===== src/rtl/stopwatch_pkg.sv =====
// Shared constants for the stopwatch count datapath.
// Digit layout in the packed vector is {M1,M0,S1,S0,H1,H0}.
package stopwatch_pkg;
  localparam int BCD_W    = 4;
  localparam int DIGITS_W = 6 * BCD_W;

  localparam int H_MAX  = 9;
  localparam int H1_MAX = 9;
  localparam int S0_MAX = 9;
  localparam int S1_MAX = 5;
  localparam int M0_MAX = 9;
  localparam int M1_MAX = 5;

  localparam int H0_OFF = 0;
  localparam int H1_OFF = 4;
  localparam int S0_OFF = 8;
  localparam int S1_OFF = 12;
  localparam int M0_OFF = 16;
  localparam int M1_OFF = 20;

  localparam logic [DIGITS_W-1:0] MAX_TIME  = 24'h595999;
  localparam logic [DIGITS_W-1:0] ZERO_TIME = 24'h000000;

  typedef logic [BCD_W-1:0] bcd_t;
endpackage


===== src/rtl/stopwatch_count_datapath_bcd_digit.sv =====
// One BCD digit of the ripple chain: inc/dec with carry/borrow.
// Carry/borrow depend only on the request and value, never on hold.
module bcd_digit
  import stopwatch_pkg::*;
#(
  parameter int MAX = 9
) (
  input  logic clk,
  input  logic reset,
  input  logic clr_i,
  input  logic hold_i,
  input  logic inc_i,
  input  logic dec_i,
  output bcd_t q_o,
  output logic carry_o,
  output logic borrow_o
);
  localparam bcd_t MAX_V = bcd_t'(MAX);

  bcd_t q_q, q_d;

  assign carry_o  = inc_i && (q_q == MAX_V);
  assign borrow_o = dec_i && (q_q == '0);
  assign q_o      = q_q;

  // next value: clear, then step unless the chain is held
  always_comb begin
    q_d = q_q;
    if (clr_i)
      q_d = '0;
    else if (!hold_i && inc_i)
      q_d = carry_o ? '0 : q_q + 1'b1;
    else if (!hold_i && dec_i)
      q_d = borrow_o ? MAX_V : q_q - 1'b1;
  end

  // digit register
  always_ff @(posedge clk or posedge reset) begin
    if (reset) q_q <= '0;
    else       q_q <= q_d;
  end
endmodule


===== src/rtl/stopwatch_count_datapath.sv =====
// MM:SS.hh BCD stopwatch count with prescaler, jog, lap and blink.
// Build option STOPWATCH_WRAP_EN: count-up wraps at 59:59.99.
module stopwatch_count_datapath
  import stopwatch_pkg::*;
#(
  parameter int TICK_DIV  = 500000,
  parameter int BLINK_DIV = 12500000,
  parameter int DIV_W     = 24
) (
  input  logic                clk,
  input  logic                reset,
  input  logic                enable,
  input  logic                up,
  input  logic                resetCount,
  input  logic                flashState,
  input  logic                lapState,
  input  logic                manualTrigger,
  output logic                flashing,
  output logic [DIGITS_W-1:0] digits,
  output logic                blank,
  output logic                tick
);
  logic [DIV_W-1:0] presc_q, presc_d;
  logic [DIV_W-1:0] blink_q, blink_d;
  logic             tick_q, flashing_q;
  logic             blank_q, blank_d;
  logic             trig_q, lap_st_q;
  logic [DIGITS_W-1:0] lap_q, count;

  logic wrap_pt, tick_adv, step_try, jog;
  logic step_up, step_dn, jog_up, jog_dn;
  logic term_hit;
  logic c0, c1, c2, c3, c4, c5;
  logic b0, b1, b2, b3, b4, b5;
  bcd_t d0, d1, d2, d3, d4, d5;

  assign jog      = manualTrigger & ~trig_q;
  assign wrap_pt  = enable &&
                    (presc_q == DIV_W'(TICK_DIV - 1));
  assign tick_adv = wrap_pt & ~manualTrigger & ~resetCount;
  assign step_try = tick_adv & ~flashing_q;
  assign step_up  = step_try & up;
  assign step_dn  = step_try & ~up;
  assign jog_up   = jog & up;
  assign jog_dn   = jog & ~up;

`ifdef STOPWATCH_WRAP_EN
  assign term_hit = step_try & b5;
`else
  assign term_hit = step_try & (c5 | b5);
`endif

  bcd_digit #(.MAX(H_MAX)) u_h0 (
    .clk(clk), .reset(reset), .clr_i(resetCount),
    .hold_i(term_hit), .inc_i(step_up), .dec_i(step_dn),
    .q_o(d0), .carry_o(c0), .borrow_o(b0));
  bcd_digit #(.MAX(H1_MAX)) u_h1 (
    .clk(clk), .reset(reset), .clr_i(resetCount),
    .hold_i(term_hit), .inc_i(c0), .dec_i(b0),
    .q_o(d1), .carry_o(c1), .borrow_o(b1));
  bcd_digit #(.MAX(S0_MAX)) u_s0 (
    .clk(clk), .reset(reset), .clr_i(resetCount),
    .hold_i(term_hit), .inc_i(c1 | jog_up),
    .dec_i(b1 | jog_dn),
    .q_o(d2), .carry_o(c2), .borrow_o(b2));
  bcd_digit #(.MAX(S1_MAX)) u_s1 (
    .clk(clk), .reset(reset), .clr_i(resetCount),
    .hold_i(term_hit), .inc_i(c2), .dec_i(b2),
    .q_o(d3), .carry_o(c3), .borrow_o(b3));
  bcd_digit #(.MAX(M0_MAX)) u_m0 (
    .clk(clk), .reset(reset), .clr_i(resetCount),
    .hold_i(term_hit), .inc_i(c3), .dec_i(b3),
    .q_o(d4), .carry_o(c4), .borrow_o(b4));
  bcd_digit #(.MAX(M1_MAX)) u_m1 (
    .clk(clk), .reset(reset), .clr_i(resetCount),
    .hold_i(term_hit), .inc_i(c4), .dec_i(b4),
    .q_o(d5), .carry_o(c5), .borrow_o(b5));

  assign count = {d5, d4, d3, d2, d1, d0};

  // prescaler and blink next-state
  always_comb begin
    presc_d = presc_q;
    if (resetCount)
      presc_d = '0;
    else if (enable)
      presc_d = wrap_pt ? '0 : presc_q + 1'b1;
    blink_d = '0;
    blank_d = 1'b0;
    if (flashState) begin
      blink_d = blink_q + 1'b1;
      blank_d = blank_q;
      if (blink_q == DIV_W'(BLINK_DIV - 1)) begin
        blink_d = '0;
        blank_d = ~blank_q;
      end
    end
  end

  // count control: prescaler, tick pulse, terminal flag
  always_ff @(posedge clk or posedge reset) begin
    if (reset) begin
      presc_q    <= '0;
      tick_q     <= 1'b0;
      flashing_q <= 1'b0;
      trig_q     <= 1'b0;
    end else begin
      presc_q <= presc_d;
      tick_q  <= tick_adv;
      trig_q  <= manualTrigger;
      if (resetCount)    flashing_q <= 1'b0;
      else if (term_hit) flashing_q <= 1'b1;
    end
  end

  // display side: lap capture and blink phase
  always_ff @(posedge clk or posedge reset) begin
    if (reset) begin
      lap_q    <= '0;
      lap_st_q <= 1'b0;
      blink_q  <= '0;
      blank_q  <= 1'b0;
    end else begin
      lap_st_q <= lapState;
      if (lapState && !lap_st_q) lap_q <= count;
      blink_q <= blink_d;
      blank_q <= blank_d;
    end
  end

  assign digits   = lapState ? lap_q : count;
  assign flashing = flashing_q;
  assign blank    = blank_q;
  assign tick     = tick_q;
endmodule


===== config.mk =====
export PLATFORM = sky130hd
export DESIGN_NAME = stopwatch_count_datapath
export DESIGN_NICKNAME = d
export VERILOG_FILES = /design/src/rtl/stopwatch_pkg.sv /design/src/rtl/stopwatch_count_datapath_bcd_digit.sv /design/src/rtl/stopwatch_count_datapath.sv
export SDC_FILE = /design/constraint.sdc
export NUM_CORES = 1
export LEC_CHECK = 0
export ABC_AREA = 1
export CORE_AREA = 4 4 108 110
export CTS_BUF_LIST = sky130_fd_sc_hd__clkbuf_8
export CTS_CLUSTER_DIAMETER = 150
export DETAILED_ROUTE_END_ITERATION = 10
export DIE_AREA = 0 0 112 114
export DONT_BUFFER_PORTS = 1
export PLACE_DENSITY = 0.79
export SYNTH_ARGS = -nofsm -noshare
export SYNTH_HDL_FRONTEND = slang
export SYNTH_HIERARCHICAL = 1
export SYNTH_SLANG_ARGS = --single-unit

===== constraint.sdc =====
create_clock -name clk -period 7.3 [get_ports clk]
set_input_delay 0.73 -clock clk [delete_from_list [all_inputs] [get_ports clk]]
set_output_delay 0.73 -clock clk [all_outputs]
set_load 0.02 [all_outputs]

==> impl_metrics.env, run 1 <==
export IMPL_timing_final_crit_share=0.694
export IMPL_finalCriticalPeriod_ns=5.06
export IMPL_synth_top_area_frac=0.367
export IMPL_grt_remaining_overflow=0
export IMPL_cts_tree="built"
export IMPL_ys_warn_count=6
export IMPL_yosysMostFrequentCell="nand2_1"
export IMPL_critPathArrivalTime_ns=5.35
export IMPL_start_util=0.644
export IMPL_startpoint="presc_q[0]"
export IMPL_yosysTopAreaCell="dfrtp_1"
export IMPL_vias=5975
export IMPL_relSlewSlack=0.487
export IMPL_synth_seq_cells=101
export IMPL_syn_to_final_growth_pct=3.90
export IMPL_drc=0
export IMPL_first_pass_iters=5
export IMPL_hpwl_um=10500
export IMPL_clk_pin_slew_ns=0.10
export IMPL_synth_cell_types=36
export IMPL_postRouteAntennaNets=0
export IMPL_totalWireLength_um=14200
export IMPL_hold_ws_ns=0.0924
export IMPL_crit_required_ns=7.58
export IMPL_rr_startpoint="presc_q[0]"
export IMPL_cp_end_kind="flip-flop"
export IMPL_rsz0062_at_grt="no"
export IMPL_crit_slowest_cell="inv_1"
export IMPL_avgSynthCellArea_um2=6.91
export IMPL_hold_path_class="in -> async"
export IMPL_hold_violations=0
export IMPL_wl_per_cell_um=12.5
export IMPL_post_dp_cell_area_um2=6960
export IMPL_synth_area_um2=6890
export IMPL_setup_slack_ns=2.24
export IMPL_crit_family="simple AND/OR/NAND/NOR gates"
export IMPL_status="completed"
export IMPL_grt_pass1_vias=5582
export IMPL_n_antenna_cell=0
export IMPL_stdcell_area_um2=7160
export IMPL_synth_area_leaders="dfrtp_1, nand2_1, inv_1, nor2_1, nand3_1"
export IMPL_startpoint_type="flip-flop"
export IMPL_grt_max_degree=53
export IMPL_postCtsSetupBuffers=0
export IMPL_ir_drop_uv=157
export IMPL_synthTopCellsByCount="nand2_1, inv_1, nor2_1"
export IMPL_cts_hold_buf=0
export IMPL_power_density_nw_per_um2=152
export IMPL_die_w_um=112
export IMPL_syn_inst=998
export IMPL_finalSetupTns_ns=0
export IMPL_antenna_found_initial=0
export IMPL_cts_resized_gates=0
export IMPL_drt_iter0_markers=392
export IMPL_power_leakage_nw=3.43
export IMPL_critical_path_class="reg -> reg"
export IMPL_nNetsFinal=1027
export IMPL_tightest_slew_ns=0.761
export IMPL_fmax_mhz=197
export IMPL_async_flop_share=1.00
export IMPL_dieArea_um2=12800
export IMPL_gp_congestion=0.897
export IMPL_dp_slack_ns=2.22
export IMPL_critPathMaxStageDelay_ns=0.49
export IMPL_finClkSkew_ns=0.0102
export IMPL_synthFlopType="dfrtp_1"
export IMPL_num_rows=38
export IMPL_vias_per_cell=5.26
export IMPL_yosysSeqAreaShare=0.367
export IMPL_critPathMaxFanout=10
export IMPL_setup_viol=0
export IMPL_clock_latency_ns=0.39
export IMPL_grt_pass1_wl_um=25200
export IMPL_die_h_um=114
export IMPL_root_buffer="clkbuf_8"
export IMPL_synth_edf_count=0
export IMPL_crit_buf_inv=12
export IMPL_syn_nets=1032
export IMPL_port_buffers=0
export IMPL_io_pins=35
export IMPL_htreeDepth=3
export IMPL_core_area_um2=10700
export IMPL_grt_util_all_layers=0.238
export IMPL_total_power_mw=1.09
export IMPL_drv_cap=0
export IMPL_cts_buffers=9
export IMPL_drive_above_1_share=0.0973
export IMPL_maxSlewViolCount=0
export IMPL_crit_top_cell="inv_1"
export IMPL_clock_sinks=101
export IMPL_clockBufferDepth=2
-- worst register-to-register path: cells and delay by family, from the launching register on --
kind | cells | cell delay, ns
AND/OR/NAND/NOR | 21 | 2.58
buffers and inverters | 12 | 1.56
flip-flops | 1 | 0.40
adder cells (fa/ha/maj) | 1 | 0.20
AO/OA/AOI/OAI | 1 | 0.19
-- final cells by class --
cell class	instances	area, um2
Inverter	158	598
Timing Repair Buffer	2	15.0
Clock inverter	4	47.5
Multi-Input combinational cell	721	3650
Tap cell	140	175
Fill cell	944	3540
Sequential cell	101	2530
Clock buffer	11	151
-- layer usage --
layer  track usage  up-vias  wire length (um)
li1              -     3098                 -
met1         0.314     2737              6680
met2         0.398      129              6710
met3        0.0493       11               617
met4        0.0697        0               171
met5             0        -                 0
-- where the power goes --
group          total, mW  switching [mW]  internal [mW]
Combinational      0.119          0.0815         0.0378
Clock              0.368           0.194          0.174
Sequential         0.599          0.0226          0.576
-- through the flow --
stage | std cells | util
6_report | 1137 | 0.669
5_1_grt | 1137 | 0.669
4_1_cts | 1137 | 0.669
3_5_place_dp | 1122 | 0.651
3_3_place_gp | 1122 | 0.651
2_1_floorplan | 998 | -
-- sequential cells by signal, indices dropped and copies added, names as in the netlist --
| name | cells |
|---|---|
| blink_q | 24 |
| lap_q | 24 |
| presc_q | 24 |
| u_h0/q_o | 4 |
| u_h1/q_o | 4 |
| u_m0/q_o | 4 |
| u_m1/q_o | 4 |
| u_s0/q_o | 4 |
| u_s1/q_o | 4 |
| blank | 1 |
| flashing | 1 |
| lap_st_q | 1 |
| tick | 1 |
| trig_q | 1 |
-- placed cells by master, fill, tap and decap left out, types with 2 or more instances in the layout --
cell type	synthesis	layout
nand2_1	291	291
inv_1	136	135
nand2_2	20	20
inv_2	19	19
or2_1	4	4
a21oi_4	4	4
nand3_2	3	3
nor3b_1	2	2
nand4_1	24	24
nor2_1	118	118
clkbuf_8	0	11
a21oi_1	15	15
o21ai_1	8	8
or2_2	2	2
buf_4	0	2
o21bai_1	3	3
a21oi_2	2	2
nand3_1	77	77
nor2_4	10	10
ha_1	26	26
a31oi_1	2	2
nand4_2	4	4
nor2_2	13	13
dfrtp_1	101	101
o22ai_1	4	4
o211ai_1	2	2
xnor2_1	3	3
o21ai_0	53	53
clkinv_2	1	4
nor3_1	9	9
xor2_1	20	20
-- path summary, 6_finish.rpt --
kind / endpoint / slack (ns) / cells past startpoint
worst max register to register: u_m1/q_o[3] / 2.24 / 35
worst min register to register: blink_q[0] / 0.46 / 1
worst max-delay path: u_m1/q_o[3] / 2.24 / 35
max in group asynchronous: trig_q / 6.08 / 2
worst min-delay path: u_m0/q_o[2] / 0.09 / 1
min in group clk: trig_q / 0.37 / 0
-- cell families (layout without fill, tap and decap cells) --
logic type	after synthesis	count (layout)	share of synthesized area
AO/OA/AOI/OAI	93	93	0.0781
XOR/XNOR	23	23	0.0292
adder cells (fa/ha/maj)	26	26	0.0472
buffers and inverters	176	175	0.104
flip-flops	101	101	0.367
AND/OR/NAND/NOR	579	579	0.375
Power figures use the tool's default switching activity.
==> run 2: changes to the inputs <==
==> constraint.sdc (replaced) <==
create_clock -name clk -period 5.3 [get_ports clk]
set_input_delay 0.53 -clock clk [delete_from_list [all_inputs] [get_ports clk]]
set_output_delay 0.53 -clock clk [all_outputs]
set_load 0.02 [all_outputs]
==> impl_metrics.env, run 2 (same netlist as run 1, synthesis figures left out) <==
export IMPL_status="completed"
export IMPL_die_w_um=112
export IMPL_maxSlewViolCount=0
export IMPL_power_leakage_nw=3.42
export IMPL_first_pass_iters=6
export IMPL_clock_sinks=101
export IMPL_clk_pin_slew_ns=0.11
export IMPL_gp_congestion=0.892
export IMPL_port_buffers=0
export IMPL_die_h_um=114
export IMPL_dp_slack_ns=0.332
export IMPL_place_inst=1123
export IMPL_antenna_found_initial=0
export IMPL_hold_violations=0
export IMPL_pwr_share_comb=0.114
export IMPL_crit_required_ns=5.63
export IMPL_io_pins=35
export IMPL_vias=6006
export IMPL_dieArea_um2=12800
export IMPL_ir_drop_uv=211
export IMPL_rr_worst_depth=35
export IMPL_intPower_mw=1.02
export IMPL_cts_tree="built"
export IMPL_n_antenna_cell=0
export IMPL_hold_end="trig_q"
export IMPL_top_regs="blink_q: 24 flops, lap_q: 24 flops, presc_q: 24 flops"
export IMPL_worstHoldStart="manualTrigger"
export IMPL_finalCriticalPeriod_ns=4.71
export IMPL_clkPwrFrac=0.321
export IMPL_wl_per_cell_um=12.7
export IMPL_final_common_cell="nand2_1"
export IMPL_grt_max_degree=78
export IMPL_relSlewSlack=0.338
export IMPL_p_switching_mw=0.438
export IMPL_cp_end_kind="flip-flop"
export IMPL_finClkSkew_ns=0.0156
export IMPL_reg2reg_to="u_h1/q_o[1]"
export IMPL_postRouteAntennaNets=0
export IMPL_crit_slowest_cell="dfrtp_1"
export IMPL_start_util=0.644
export IMPL_p_sw_frac=0.300
export IMPL_hold_depth=0
export IMPL_layout_common_cells="nand2_1, inv_1, nor2_1, dfrtp_1, nand3_1"
export IMPL_total_power_mw=1.46
export IMPL_grt_pass1_vias=5643
export IMPL_power_density_nw_per_um2=203
export IMPL_rsz0062_at_grt="no"
export IMPL_rr_startpoint="presc_q[0]"
export IMPL_clockBufferDepth=2
export IMPL_startpoint_type="flip-flop"
export IMPL_tightest_slew_ns=0.993
export IMPL_vias_per_cell=5.25
export IMPL_cts_buffers=9
export IMPL_drv_cap=0
export IMPL_totalWireLength_um=14500
export IMPL_nNetsFinal=1032
export IMPL_drt_iter0_markers=425
export IMPL_setup_slack_ns=0.586
export IMPL_clock_latency_ns=0.40
export IMPL_setup_viol=0
export IMPL_critPathMaxStageDelay_ns=0.41
export IMPL_core_area_um2=10700
export IMPL_critical_path_class="reg -> reg"
export IMPL_htreeDepth=3
export IMPL_crit_top_cell="nand2_1"
export IMPL_root_buffer="clkbuf_8"
export IMPL_critPathMaxFanout=8
export IMPL_power_frac_seq=0.565
export IMPL_timing_final_crit_share=0.889
export IMPL_grt_util_all_layers=0.243
export IMPL_hold_path_class="in -> reg"
export IMPL_syn_to_final_growth_pct=4.39
export IMPL_grt_remaining_overflow=0
export IMPL_num_rows=38
export IMPL_critPathArrivalTime_ns=5.05
export IMPL_drive_above_1_share=0.106
export IMPL_fmax_mhz=212
export IMPL_drc=0
export IMPL_hpwl_um=10600
export IMPL_reg2reg_slack_ns=0.59
export IMPL_instances_no_fill=1143
export IMPL_grt_pass1_wl_um=25700
export IMPL_finalSetupTns_ns=0
==> run 2: changes by cell type in the layout (fill, tap and decap cells not counted), sizes merged <==
| cell | change |
|---|---|
| buf | +4 |
| clkinvlp | +3 |
| clkbuf | -2 |
| bufinv | -1 |
| dlygate4sd3 | +1 |
| inv | +1 |
==> run 2: per-stage QoR <==
step / hold slack [ns] / area [um2] / util
after floorplan: 0.296 / 6890 / -
after global placement: 0.305 / 6970 / 0.651
after detailed placement: 0.308 / 6970 / 0.651
after CTS: 0.129 / 7160 / 0.669
after global routing: 0.117 / 7190 / 0.673
final: 0.150 / 7190 / 0.673
==> run 2: final cells by class <==
| type | count | area (um2) |
|---|---|---|
| fillers | 978 | 3500 |
| clock inverters | 7 | 57.6 |
| inverters | 158 | 602 |
| flip-flops and latches | 101 | 2530 |
| repair buffers | 7 | 55.1 |
| well taps | 140 | 175 |
| multi-input cells | 721 | 3650 |
| clock buffers | 9 | 124 |
==> run 2: critical path: cells and delay by family, from the launching register on <==
kind                     cells  cell delay, ns
AND/OR/NAND/NOR             20            2.47
buffers and inverters       13            1.37
flip-flops                   1            0.41
AO/OA/AOI/OAI                1            0.21
adder cells (fa/ha/maj)      1            0.19
==> run 2: worst max-delay path by stage <==
stage / from / cells after the start / end
finish: presc_q[0] / 35 / u_h1/q_o[1]
global route: presc_q[0] / 35 / u_s1/q_o[3]
CTS: presc_q[0] / 35 / u_h1/q_o[1]
detailed placement: presc_q[0] / 35 / u_h1/q_o[1]
global placement: presc_q[0] / 35 / u_h1/q_o[3]
floorplan: presc_q[0] / 35 / u_m1/q_o[3]
==> run 2: repair_timing <==
action                                  4_1_cts  5_1_grt
setup buffers                                 0        3
endpoints found under the setup margin        0       24
resized for setup                             0        5
hold buffers                                  1        0
endpoints found under the hold margin        24        0
==> run 2: metal layers <==
layer / track usage / part of all wire
met1: 0.315 / 0.45
met2: 0.411 / 0.48
met4: 0.0649 / 0.017
met5: 0 / 0
met3: 0.0605 / 0.044
==> run 2: power by group through the flow <==
stage               Clock (mW)  Combinational [mW]  Sequential [mW]
floorplan                    0               0.150            0.828
CTS                      0.483               0.167            0.825
finish                   0.468               0.167            0.825
global route             0.513               0.195            0.830
global placement             0               0.162            0.840
detailed placement           0               0.165            0.840
